==> src/rtl/avg_pkg.sv <==
// Shared types and constants for the sample-stream blocks feeding the averager.
package avg_pkg;

    localparam int AVG_DATA_W = 16;
    localparam int AVG_WIN    = 12;
    localparam int WIN_CNT_W  = 4;

    typedef logic [AVG_DATA_W-1:0] sample_t;

    typedef enum logic [1:0] {
        IDLE   = 2'd0,
        STREAM = 2'd1,
        DRAIN  = 2'd2
    } src_state_t;

endpackage

==> src/rtl/skid_reg1.sv <==
// One-entry holding register: load captures din, unload empties it.
// Load wins over unload so a simultaneous refill keeps the entry valid.
module skid_reg1
    import avg_pkg::*;
#(
    parameter int W = AVG_DATA_W
) (
    input  logic         clk,
    input  logic         reset,
    input  logic         load,
    input  logic         unload,
    input  logic [W-1:0] din,
    output logic [W-1:0] dout,
    output logic         valid
);

    // Entry storage and occupancy flag.
    always_ff @(posedge clk or negedge reset) begin
        if (!reset) begin
            dout  <= '0;
            valid <= 1'b0;
        end else if (load) begin
            dout  <= din;
            valid <= 1'b1;
        end else if (unload) begin
            valid <= 1'b0;
        end
    end

endmodule

==> src/rtl/avg_stream_src.sv <==
// Reads a run of samples from a synchronous RAM and streams them to the
// averager, with a hold input that stalls both reads and emission.
//
// state  | meaning
// IDLE   | waiting for start; N=0 start only pulses done
// STREAM | issuing one RAM read per unheld cycle
// DRAIN  | all reads issued; emitting in-flight/skid data, then done
//
// While held, mem_rd stays low, so the RAM output register keeps the last
// word it returned. That word can therefore stay parked on mem_data while the
// skid entry holds the word that arrived at the hold edge, which is why a
// single skid entry is enough.
module avg_stream_src
    import avg_pkg::*;
#(
    parameter int DATA_W = AVG_DATA_W,
    parameter int ADDR_W = 10,
    parameter int WIN    = AVG_WIN
) (
    input  logic              clk,
    input  logic              reset,
    input  logic              start,
    input  logic [ADDR_W-1:0] num_samples,
    input  logic              hold,
    output logic              mem_rd,
    output logic [ADDR_W-1:0] mem_addr,
    input  logic [DATA_W-1:0] mem_data,
    output logic [DATA_W-1:0] sample_out,
    output logic              sample_valid,
    output logic              win_full,
    output logic              busy,
    output logic              done
);

    localparam logic [WIN_CNT_W-1:0] WIN_SAT  = WIN_CNT_W'(WIN);
    localparam logic [WIN_CNT_W-1:0] WIN_LAST = WIN_CNT_W'(WIN - 1);

    src_state_t state, state_nxt;

    logic [ADDR_W-1:0]    n_lat;
    logic [ADDR_W-1:0]    rd_cnt;
    logic [ADDR_W-1:0]    rd_cnt_inc;
    logic [ADDR_W-1:0]    em_cnt;
    logic [WIN_CNT_W-1:0] win_cnt;
    logic                 pend;
    logic                 run;
    logic                 accept;
    logic                 start_idle;
    logic                 zero_start;
    logic                 issue;
    logic                 finish;
    logic                 emit_skid;
    logic                 emit_mem;
    logic                 emit;
    logic                 skid_load;
    logic                 skid_valid;
    logic [DATA_W-1:0]    skid_dout;

    assign run        = (state != IDLE);
    assign busy       = run;
    assign start_idle = (state == IDLE) && start;
    assign rd_cnt_inc = rd_cnt + 1'b1;

    // Skid entry is drained before any parked RAM word, preserving order.
    assign emit_skid = run && !hold && skid_valid;
    assign emit_mem  = run && !hold && !skid_valid && pend;
    assign emit      = emit_skid || emit_mem;
    assign skid_load = run && hold && pend && !skid_valid;

    skid_reg1 #(.W(DATA_W)) u_skid (
        .clk    (clk),
        .reset  (reset),
        .load   (skid_load),
        .unload (emit_skid),
        .din    (mem_data),
        .dout   (skid_dout),
        .valid  (skid_valid)
    );

    // FSM state register.
    always_ff @(posedge clk or negedge reset) begin
        if (!reset) begin
            state <= IDLE;
        end else begin
            state <= state_nxt;
        end
    end

    // Next-state decode and per-cycle control strobes.
    always_comb begin
        state_nxt  = state;
        accept     = 1'b0;
        zero_start = 1'b0;
        issue      = 1'b0;
        finish     = 1'b0;
        case (state)
            IDLE: begin
                if (start) begin
                    if (num_samples != '0) begin
                        accept    = 1'b1;
                        state_nxt = (num_samples == ADDR_W'(1)) ? DRAIN : STREAM;
                    end else begin
                        zero_start = 1'b1;
                    end
                end
            end
            STREAM: begin
                if (!hold) begin
                    issue = 1'b1;
                    if (rd_cnt_inc == n_lat) begin
                        state_nxt = DRAIN;
                    end
                end
            end
            DRAIN: begin
                if (em_cnt == n_lat) begin
                    finish    = 1'b1;
                    state_nxt = IDLE;
                end
            end
            default: state_nxt = IDLE;
        endcase
    end

    // Read port, run counters and end-of-run pulse.
    always_ff @(posedge clk or negedge reset) begin
        if (!reset) begin
            mem_rd   <= 1'b0;
            mem_addr <= '0;
            n_lat    <= '0;
            rd_cnt   <= '0;
            em_cnt   <= '0;
            pend     <= 1'b0;
            done     <= 1'b0;
        end else begin
            done   <= zero_start || finish;
            mem_rd <= accept || issue;
            pend   <= mem_rd || (pend && !(emit_mem || skid_load));
            if (accept) begin
                mem_addr <= '0;
                n_lat    <= num_samples;
                rd_cnt   <= ADDR_W'(1);
                em_cnt   <= '0;
            end else begin
                if (issue) begin
                    mem_addr <= mem_addr + 1'b1;
                    rd_cnt   <= rd_cnt_inc;
                end
                if (emit) begin
                    em_cnt <= em_cnt + 1'b1;
                end
            end
        end
    end

    // Stream output register; holds its last value while nothing is emitted.
    always_ff @(posedge clk or negedge reset) begin
        if (!reset) begin
            sample_out   <= '0;
            sample_valid <= 1'b0;
        end else begin
            sample_valid <= emit;
            if (emit_skid) begin
                sample_out <= skid_dout;
            end else if (emit_mem) begin
                sample_out <= mem_data;
            end
        end
    end

    // Window-full flag from a saturating count of emitted samples.
    always_ff @(posedge clk or negedge reset) begin
        if (!reset) begin
            win_cnt  <= '0;
            win_full <= 1'b0;
        end else if (start_idle) begin
            win_cnt  <= '0;
            win_full <= 1'b0;
        end else if (emit && (win_cnt != WIN_SAT)) begin
            win_cnt <= win_cnt + 1'b1;
            if (win_cnt == WIN_LAST) begin
                win_full <= 1'b1;
            end
        end
    end

endmodule
==> config.mk <==
export PLATFORM = sky130hd
export DESIGN_NAME = avg_stream_src
export DESIGN_NICKNAME = d
export VERILOG_FILES = /design/src/rtl/avg_pkg.sv /design/src/rtl/skid_reg1.sv /design/src/rtl/avg_stream_src.sv
export SDC_FILE = /design/constraint.sdc
export NUM_CORES = 1
export LEC_CHECK = 0
export BUFFER_PORTS_ARGS = -buffer_cell sky130_fd_sc_hd__buf_2
export CAP_MARGIN = 15
export CORE_AREA = 2 2 90 92
export DETAILED_ROUTE_END_ITERATION = 12
export DIE_AREA = 0 0 92 94
export PLACE_DENSITY = 0.77
export SYNTH_ARGS = -nofsm -noshare
export SYNTH_HDL_FRONTEND = slang
export SYNTH_SLANG_ARGS = --single-unit
export TNS_END_PERCENT = 10
==> constraint.sdc <==
create_clock -name clk -period 2.8 [get_ports clk]
set_clock_uncertainty 0.2 [all_clocks]
set_input_delay 0 -clock clk [delete_from_list [all_inputs] [get_ports clk]]
set_output_delay 0 -clock clk [all_outputs]
set_load 0.01 [all_outputs]
==> out/results.tsv <==
metric	value	unit
status	finished, final reports clean	
Avg WL per Cell	16.1	um
vias in the first global route	3189	
fin worst setup slack	0.279	ns
routability cong.	0.811	
DRC	0	
Rows	32	
worst slew pin tran	1.03	ns
CTS Buf Count	9	
CTS Sinks	84	
Vias	3294	
final period utilization	0.900	
TNS Setup	0	ns
startpoint class of the critical path	flip-flop	
CTS tree	yes	
Tot GR Track Use	0.230	
Post-synth EDFFs	0	
RSZ-0062 raised after global routing	false	
Post-Syn Area	0.00414	mm^2
FF+latch count, synth	84	
async set-reset flop share out of synthesis	1.00	
initial antenna violation count	0	
post-layout min period	2.52	ns
final core occ	0.660	
Synth top cells by count	dfrtp_1, nand2_1, nor2_1, o21ai_0, xor2_1	
DRT antenna net count	0	
core area	0.00761	mm^2
Max H-tree Level	3	
Inst Count DP	547	
Slew HR	0.311	
ys flop type	dfrtp_1	
area delta synth->final	21.1	%
Post-Syn Instances	395	
num ports	61	
critical path capture point type	flip-flop	
first-pass GRT wire length	15.5	mm
Setup violations, final	0	
Clk Latency, worst-skew pair	0.36	ns
Worst EP required	2.85	ns
Max clock buf depth	2	
Synth Area per Inst	10.5	um^2
Post-Route WL	9.50	mm
Via-to-Cell Ratio	5.56	
Hold Fails Final Rpt	0	
RR Endpoint	state[0]$_DFFE_PN0P_	
CP max FO	8	
post-route insts no fill	592	
max frequency	0.397	GHz
FF-to-FF Start	rd_cnt[0]$_DFFE_PN0P_	
P_leak	2.27	nW
dpl hpwl	6.18	mm
kind of critical path	flip-flop to flip-flop	
top post-synthesis cells by area	dfrtp_1, mux2_2, xor2_1	
chip height	94	um
GR Overflow Total	0	
Worst EP arrival	2.57	ns
r2r setup slk	0.28	ns
chip width	92	um
CTS clock-pin slew for the worst setup and hold paths	0.09	ns
syn_nets	430	
Yosys top cell area share	0.507	
Yosys cell types	54	
Port Buf Inserts	60	
cell with the most instances after synthesis	dfrtp_1	
pins over their slew limit	0	
DR pass1 iterations	4	
die area	0.00865	mm^2
final net count	520	
reg2reg path depth	6	
pwr dens	974	mW/mm^2
dpl ws	0.297	ns
clk root buf	clkbuf_8	
Max-Cap Viols	0	
Hold WC Path Type	input port to asynchronous set/reset pin	
post-synthesis sequential area ratio	0.507	
largest net degree at the start of global routing	85	
Synth Warn #	0	
Max VDD drop	0.556	mV
starting density of the core	0.545	
area leader, netlist	dfrtp_1	
antenna cells	0	
share of cells above drive strength 1	0.243	
DR iter-0 viols	204	
## cell type report
type                       instances  area [um^2]
sequential                        84         2100
inverter                           9         33.8
clock inverter                     7         68.8
timing repair buffer              95          638
multi-input combinational        286         1920
tap                              102          128
fill                             607         2590
clock buffer                       9          124
## worst max-delay path by stage
stage | startpoint | end | slack, ns | cells after the start
2_1_floorplan | rd_cnt[0]$_DFFE_PN0P_ | state[0]$_DFFE_PN0P_ | 0.51 | 7
3_3_place_gp | rd_cnt[0]$_DFFE_PN0P_ | state[0]$_DFFE_PN0P_ | 0.43 | 6
3_5_place_dp | rd_cnt[0]$_DFFE_PN0P_ | state[0]$_DFFE_PN0P_ | 0.30 | 6
4_1_cts | rd_cnt[0]$_DFFE_PN0P_ | state[0]$_DFFE_PN0P_ | 0.29 | 6
5_1_grt | rd_cnt[0]$_DFFE_PN0P_ | state[0]$_DFFE_PN0P_ | 0.16 | 6
6_report | rd_cnt[0]$_DFFE_PN0P_ | state[0]$_DFFE_PN0P_ | 0.28 | 6
## worst max-delay path, cell delays in order, from the launching register on
cell       delay, ns
dfrtp_1         0.45
ha_1            0.34
nand3_1         0.17
or3b_4          0.41
a2111oi_4       0.38
nand2_1         0.11
o32a_1          0.35
## sequential cells by signal, indices dropped and copies added, names as in the netlist
signal / count
mem_rd: 1
n_lat: 10
win_cnt: 4
mem_addr: 10
u_skid.valid: 1
sample_valid: 1
em_cnt: 10
pend: 1
win_full: 1
rd_cnt: 10
sample_out: 16
done: 1
state: 2
u_skid.dout: 16
## kinds of logic (layout without fill, tap and decap cells)
| kind of cell | count (synthesis) | after routing | synth area share |
|---|---|---|---|
| adders and majority gates | 5 | 5 | 0.0151 |
| and+or+nand+nor | 141 | 141 | 0.172 |
| muxes | 27 | 27 | 0.0794 |
| buffers and inverters | 25 | 120 | 0.0293 |
| DFF | 84 | 84 | 0.507 |
| xor gates and xnor gates | 40 | 40 | 0.0846 |
| AOI/OAI and AO/OA | 73 | 73 | 0.113 |
## stage by stage
step	total power [mW]	cell area (um^2)	hold WS, ns
6_report	4.89	5020	0.159
5_1_grt	5.23	5020	0.207
4_1_cts	4.90	5020	0.204
3_5_place_dp	4.03	4530	0.0498
3_3_place_gp	3.92	4530	0.0430
2_1_floorplan	3.42	4140	-0.496
## report_power, final
part / switching, mW / internal, mW
registers: 0.475 / 1.68
logic: 0.994 / 0.908
clock network: 0.490 / 0.343
total: 1.96 / 2.93
## layout by cell type (no fill, tap or decap), drive strengths merged, types with 2 or more instances in the layout
| master | n |
|---|---|
| clkinv | 4 |
| xnor2 | 17 |
| o21bai | 2 |
| o21ai | 35 |
| ha | 5 |
| nand3 | 12 |
| o22ai | 17 |
| dfrtp | 84 |
| and4 | 2 |
| nor2 | 43 |
| inv | 10 |
| nor3 | 6 |
| nor3b | 4 |
| nand2b | 2 |
| o31ai | 2 |
| nand4 | 11 |
| mux2 | 26 |
| xor2 | 23 |
| a21oi | 7 |
| clkinvlp | 2 |
| buf | 66 |
| nand2 | 42 |
| or3 | 2 |
| clkbuf | 9 |
| and3 | 7 |
| dlygate4sd3 | 29 |
| nor2b | 2 |
| a2111oi | 2 |
## routing by layer
layer | part of all wire | routed length (um) | track usage | vias up
li1 | - | - | - | 1574
met1 | 0.42 | 4000 | 0.280 | 1623
met2 | 0.51 | 4880 | 0.400 | 76
met3 | 0.041 | 391 | 0.0465 | 21
met4 | 0.024 | 230 | 0.0958 | 0
met5 | 0 | 0 | 0 | -
## repair_timing
item,CTS,global route
endpoints found under the hold margin,130,0
resized for setup,0,0
setup buffers,0,0
hold buffers,29,0
No activity file was read; power rests on OpenSTA's default activity.
